[src/rtl/source_read_4_16.sv]
// source_read_4_16
//   Reads one stored 944-byte raw frame (FRAME_WORDS x 128-bit words) from one
//   of four source RAMs and re-serialises it as an 8-bit valid/ready stream.
//   frame_idx[3:2] picks the RAM, frame_idx[1:0] the frame slot inside it.
//
// Ports
//   sys_clk, rst_n          clock, asynchronous active-low reset
//   frame_req, frame_idx    read request (sampled in IDLE) and frame index
//   frame_busy, frame_done  frame in progress / one-cycle completion pulse
//   source_ram_rden         one-hot read enable towards the four RAMs
//   source_ram_address      four 8-bit address lanes {slot, word}
//   source_ram_q            four 128-bit read-data lanes (lane n = RAM n)
//   byte_out, byte_valid,   byte stream with valid/ready handshake
//   byte_ready
//   byte_sof, byte_eof      first / last byte qualifiers
//   checksum,               mod-256 byte sum of the frame and its qualifier,
//   checksum_valid          present only with SOURCE_READ_CHKSUM_EN defined,
//                           otherwise tied to zero
module source_read_4_16 #(
  parameter int unsigned RD_LATENCY  = 2,
  parameter int unsigned FRAME_WORDS = 59
) (
  input  logic         sys_clk,
  input  logic         rst_n,
  input  logic         frame_req,
  input  logic [3:0]   frame_idx,
  output logic         frame_busy,
  output logic         frame_done,
  output logic [3:0]   source_ram_rden,
  output logic [31:0]  source_ram_address,
  input  logic [511:0] source_ram_q,
  output logic [7:0]   byte_out,
  output logic         byte_valid,
  input  logic         byte_ready,
  output logic         byte_sof,
  output logic         byte_eof,
  output logic [7:0]   checksum,
  output logic         checksum_valid
);

  typedef enum logic [1:0] {
    IDLE,
    FETCH,
    STREAM,
    DONE
  } state_e;

  localparam logic [6:0] FRAME_WORDS_W = 7'(FRAME_WORDS);
  localparam logic [9:0] LAST_BYTE     = 10'(FRAME_WORDS * 16 - 1);
  localparam logic [2:0] LAT           = 3'(RD_LATENCY);

  state_e       state_q, state_d;
  logic [3:0]   idx_q, idx_d;
  logic [6:0]   word_cnt_q, word_cnt_d;
  logic [2:0]   lat_q, lat_d;
  logic [127:0] pf_q, pf_d;
  logic         pf_vld_q, pf_vld_d;
  logic [127:0] sh_q, sh_d;
  logic [4:0]   sh_cnt_q, sh_cnt_d;
  logic [9:0]   byte_cnt_q, byte_cnt_d;

  logic         accept;
  logic         active;
  logic         issue;
  logic         capture;
  logic         xfer;
  logic         sh_free;
  logic [127:0] q_lane;

  // Read-data lane of the latched RAM
  always_comb begin
    q_lane = source_ram_q[127:0];
    case (idx_q[3:2])
      2'd0: q_lane = source_ram_q[127:0];
      2'd1: q_lane = source_ram_q[255:128];
      2'd2: q_lane = source_ram_q[383:256];
      2'd3: q_lane = source_ram_q[511:384];
      default: q_lane = source_ram_q[127:0];
    endcase
  end

  always_comb begin
    accept  = (state_q == IDLE) && frame_req;
    active  = (state_q == FETCH) || (state_q == STREAM);
    // lat_q counts down to the capture cycle; nonzero means a read is in flight
    issue   = active && !pf_vld_q && (lat_q == '0) && (word_cnt_q < FRAME_WORDS_W);
    capture = (lat_q == 3'd1);
    xfer    = byte_valid && byte_ready;
    // Shift register can take a new word now, or as its 16th byte leaves
    sh_free = (sh_cnt_q == '0) || (xfer && (sh_cnt_q == 5'd1));
  end

  always_comb begin
    state_d    = state_q;
    idx_d      = idx_q;
    word_cnt_d = word_cnt_q;
    lat_d      = lat_q;
    pf_d       = pf_q;
    pf_vld_d   = pf_vld_q;
    sh_d       = sh_q;
    sh_cnt_d   = sh_cnt_q;
    byte_cnt_d = byte_cnt_q;

    if (lat_q != '0) begin
      lat_d = lat_q - 3'd1;
    end
    if (issue) begin
      lat_d      = LAT;
      word_cnt_d = word_cnt_q + 7'd1;
    end

    if (xfer) begin
      sh_d       = {sh_q[119:0], 8'h00};
      sh_cnt_d   = sh_cnt_q - 5'd1;
      byte_cnt_d = byte_cnt_q + 10'd1;
    end

    // Returning data bypasses the prefetch buffer when the shift register is
    // free and nothing is waiting ahead of it; this keeps first-byte latency
    // at 2+RD_LATENCY and the stream gapless.
    if (sh_free) begin
      if (pf_vld_q) begin
        sh_d     = pf_q;
        sh_cnt_d = 5'd16;
        pf_vld_d = 1'b0;
      end else if (capture) begin
        sh_d     = q_lane;
        sh_cnt_d = 5'd16;
      end
    end
    if (capture && !(sh_free && !pf_vld_q)) begin
      pf_d     = q_lane;
      pf_vld_d = 1'b1;
    end

    case (state_q)
      IDLE: begin
        if (accept) begin
          idx_d      = frame_idx;
          word_cnt_d = '0;
          byte_cnt_d = '0;
          state_d    = FETCH;
        end
      end
      FETCH: begin
        if (xfer && byte_eof) begin
          state_d = DONE;
        end else if (byte_valid) begin
          state_d = STREAM;
        end
      end
      STREAM: begin
        if (xfer && byte_eof) begin
          state_d = DONE;
        end
      end
      DONE: begin
        state_d = IDLE;
      end
      default: state_d = IDLE;
    endcase
  end

  always_ff @(posedge sys_clk or negedge rst_n) begin
    if (!rst_n) begin
      state_q    <= IDLE;
      idx_q      <= '0;
      word_cnt_q <= '0;
      lat_q      <= '0;
      pf_q       <= '0;
      pf_vld_q   <= 1'b0;
      sh_q       <= '0;
      sh_cnt_q   <= '0;
      byte_cnt_q <= '0;
    end else begin
      state_q    <= state_d;
      idx_q      <= idx_d;
      word_cnt_q <= word_cnt_d;
      lat_q      <= lat_d;
      pf_q       <= pf_d;
      pf_vld_q   <= pf_vld_d;
      sh_q       <= sh_d;
      sh_cnt_q   <= sh_cnt_d;
      byte_cnt_q <= byte_cnt_d;
    end
  end

  always_comb begin
    frame_busy         = (state_q != IDLE);
    frame_done         = (state_q == DONE);
    source_ram_rden    = issue ? (4'b0001 << idx_q[3:2]) : '0;
    source_ram_address = issue ? {4{idx_q[1:0], word_cnt_q[5:0]}} : '0;
    byte_valid         = (sh_cnt_q != '0);
    byte_out           = sh_q[127:120];
    byte_sof           = byte_valid && (byte_cnt_q == '0);
    byte_eof           = byte_valid && (byte_cnt_q == LAST_BYTE);
  end

`ifdef SOURCE_READ_CHKSUM_EN
  logic [7:0] chk_q, chk_d;

  always_comb begin
    chk_d = chk_q;
    if (accept) begin
      chk_d = '0;
    end else if (xfer) begin
      chk_d = chk_q + byte_out;
    end
  end

  always_ff @(posedge sys_clk or negedge rst_n) begin
    if (!rst_n) begin
      chk_q <= '0;
    end else begin
      chk_q <= chk_d;
    end
  end

  always_comb begin
    checksum       = chk_q;
    checksum_valid = (state_q == DONE);
  end
`else
  always_comb begin
    checksum       = '0;
    checksum_valid = 1'b0;
  end
`endif

endmodule

[config.mk]
export PLATFORM = sky130hd
export DESIGN_NAME = source_read_4_16
export DESIGN_NICKNAME = d
export VERILOG_FILES = /design/src/rtl/source_read_4_16.sv
export SDC_FILE = /design/constraint.sdc
export NUM_CORES = 1
export LEC_CHECK = 0
export CAP_MARGIN = 30
export CORE_AREA = 2 2 222 224
export DETAILED_ROUTE_END_ITERATION = 8
export DIE_AREA = 0 0 224 226
export HOLD_SLACK_MARGIN = 0.02
export PLACE_DENSITY_LB_ADDON = 0.25
export SYNTH_ARGS = -nofsm -noshare
export SYNTH_HDL_FRONTEND = slang
export SYNTH_SLANG_ARGS = --single-unit
[constraint.sdc]
create_clock -name sys_clk -period 2.2 [get_ports sys_clk]
set_clock_uncertainty 0.05 [all_clocks]
set_input_delay 0.22 -clock sys_clk [delete_from_list [all_inputs] [get_ports sys_clk]]
set_output_delay 0.22 -clock sys_clk [all_outputs]
set_load 0.02 [all_outputs]
==> results.ini <==
[run_status]
outcome=finished with violations
violations=negative setup slack

[clocking]
cts_root_buf=clkbuf_16
cts.sinks=288
insertion_delay_ps=510
clockBufferDepth=3
htreeDepth=2
cts_tree=built
numCtsBuffers=36
clk_pin_slew_ps=60

[setup_path]
cp.arrival_ps=2070
reg2reg_depth=6
crit_type=reg2out
rr_startpoint=sh_cnt_q[2]
crit_path_start_kind=flop
endpoint_kind=output pin
required_ps=1930
r2r_slack_ps=90
path_max_fanout=5
reg2reg_to=pf_q[4]

[die]
die_x_microns=224
rows=81
die_y_microns=226
dieArea_sq_um=50600
initial_utilization=0.348
placeableCoreArea_sq_um=48300
io_pins=578

[cells_and_area]
utilization=0.519
area_growth_pct=49.1
nNetsFinal=2368
seq_area_sq_um=7210
n_fill_cell=4182
fin_cells=2482
drive_above_1_share=0.265
multi_input_area_sq_um=8760

[synthesis]
ys_seq_area_frac=0.429
async_flop_share=1.00
synth.area.top_cells=dfrtp_1 43%, mux4_2 17%, mux2_4 8.9%
yosys_warnings=0
synth_area_per_cell_sq_um=13.6
dominantRegCellSynth=dfrtp_1
yosys_register_bits=288
yosysUniqueCellTypes=50
synth_top_area_frac=0.429
synth-edff-count=0
syn_area_sq_um=16800
yosys.area.top_type=dfrtp_1
syn_inst=1240

[sta]
hold_viol=0
grt_setup_unrepaired=true
fin_ws_ps=-142
fin_crit_sh=1.06
drv_slew=0
finalCriticalPeriod_ps=2340
setup_viol=36
max_freq_ghz=0.427

[routing]
drt_iter0_drc=746
ant_nets=0
first_pass_iters=7
drc=0
wl_mm=54.6
via_per_inst=5.24
via_count=13011
wl_per_cell_microns=22.0

[min_path]
holdCritPathClass=in2async

[power_and_ir_drop]
powerDensity_nw_per_um2=1130
leakagePower_nw=10.6
p_total_mw=28.4
peakVddDrop_mv=0.497

[global_route]
grt_usage=0.209
grt_max_degree=79
grt_pass1_wl_mm=81.7
antenna_found_initial=7
overflow=0
grt_pass1_vias=13902

[placement]
pre_cts_ws_ps=-286
gp_congestion=0.803
dp_cells=2401
dpl.hpwl_mm=42.1
place.port_buffers=568

[run]
drv_cap=0

[synth_stat cells, types with 2 or more instances]
cell and instances:
clkbuf_1 37, a21oi_1 9, buf_6 3, mux2_4 100
mux2i_1 122, xnor2_1 2, and3_1 6, buf_12 11
o211ai_1 3, xor2_1 8, mux2_2 10, nor3_1 4
nand3_1 8, nand2_1 27, ha_1 15, mux4_2 128
a22o_1 8, buf_4 41, a22oi_1 120, nor4b_1 3
nand2b_1 2, nor4_1 2, and4_1 3, or3_1 5
nor2_1 22, a21o_1 9, inv_1 12, mux2_1 20
buf_2 44, nand4_1 3, o21ai_0 125, buf_1 10
dfrtp_1 288, and2_1 13, nor2b_1 2
[sequential cells by signal (all words and copies together) (netlist names)]
| register | flops |
|---|---|
| byte_cnt_q | 10 |
| state_q | 2 |
| pf_q | 128 |
| sh_q | 128 |
| idx_q | 4 |
| lat_q | 3 |
| word_cnt_q | 7 |
| sh_cnt_q | 5 |
| pf_vld_q | 1 |
[per-layer routing]
| layer | wire length [microns] | vias up | global-route usage |
|---|---|---|---|
| met2 | 28100 | 417 | 0.370 |
| met3 | 2690 | 65 | 0.0319 |
| met1 | 22700 | 6594 | 0.268 |
| li1 | - | 5933 | - |
| met4 | 1080 | 2 | 0.0525 |
| met5 | 16 | - | 0 |
[per-stage QoR]
step | hold WS [ps] | cell area (sq um) | TNS (ps)
6_report | 163 | 25100 | -4320
4_1_cts | 162 | 25000 | -4820
3_3_place_gp | 75.7 | 23600 | -7390
3_5_place_dp | 74.2 | 23600 | -8680
2_1_floorplan | -126 | 16900 | 0
5_1_grt | 166 | 25100 | -8400
[power by group]
group          total, mW  leakage [nW]  switching, mW  internal [mW]
logic               13.2          6.40           5.51           7.69
clock network       5.98         0.593           2.28           3.70
registers           9.24          3.62           1.55           7.69
total               28.4          10.6           9.33           19.1
[worst max-delay path by stage]
stage | slack (ps) | from | cells past startpoint | to
after floorplan | 20 | lat_q[0] | 8 | source_ram_address[14]
after global placement | -240 | lat_q[0] | 9 | source_ram_address[17]
after detailed placement | -290 | lat_q[0] | 9 | source_ram_address[20]
after CTS | -160 | lat_q[0] | 8 | source_ram_address[20]
after global routing | -260 | lat_q[0] | 8 | source_ram_address[17]
final | -140 | lat_q[0] | 8 | source_ram_address[9]
[critical path, cell delays in order, from the launching register on]
cell and delay [ps]:
dfrtp_1 380, inv_2 90, ha_4 130, nor4b_4 220, o211ai_1 170, inv_2 130
buf_6 130, and2_4 190, buf_6 130
[what timing repair did]
action,in CTS,in global routing
resized for setup,247,10
hold buffers,1,0
cloned,1,1
endpoints found under the hold margin,267,0
buffers inserted,9,6
setup endpoints to repair,47,77
pin swaps,3,4
[area by class of cell]
type,instances,area share
Multi-Input combinational cell,802,0.349
Sequential cell,288,0.288
Timing Repair Buffer,692,0.282
Clock buffer,53,0.0425
Tap cell,622,0.0310
Clock inverter,10,0.00569
Inverter,13,0.00195
Antenna cell,2,0.000200
[cell usage in the layout, fill, tap and decap left out, types with 4 or more instances in the layout]
cell type        synthesis  routed
mux4_2                 128     128
and3_1                   6       4
dfrtp_1                288     286
buf_12                  11      31
mux2i_1                122     122
clkinv_2                 0       4
or3_1                    5       5
inv_2                    1       6
o21ai_0                125     125
clkbuf_8                 0      10
a22o_1                   8       8
mux2_2                  10      10
clkbuf_1                37       7
xor2_1                   8       8
nand3_1                  8       8
clkdlybuf4s50_1          0     527
inv_1                   12       7
nand2_1                 27      26
and2_4                   0       8
mux2_4                 100     100
clkbuf_16                0      36
nor2_1                  22      21
ha_1                    15      12
and2_1                  13       5
buf_4                   41      91
mux2_1                  20      20
buf_6                    3      38
conb_1                   1       9
a21o_1                   9       9
a21oi_1                  9       9
a22oi_1                120     118
[cell families (layout without fill, tap and decap cells)]
kind of cell,Yosys count,after routing,synth area share
and+or+nand+nor,105,106,0.0333
other,1,11,0.000223
AOI/OAI and AO/OA,281,281,0.108
buffers and inverters,159,768,0.0599
xor gates and xnor gates,10,10,0.00521
muxes,380,380,0.353
DFF,288,288,0.429
adders and majority gates,16,16,0.0118
(Power assumes the default switching activity.)
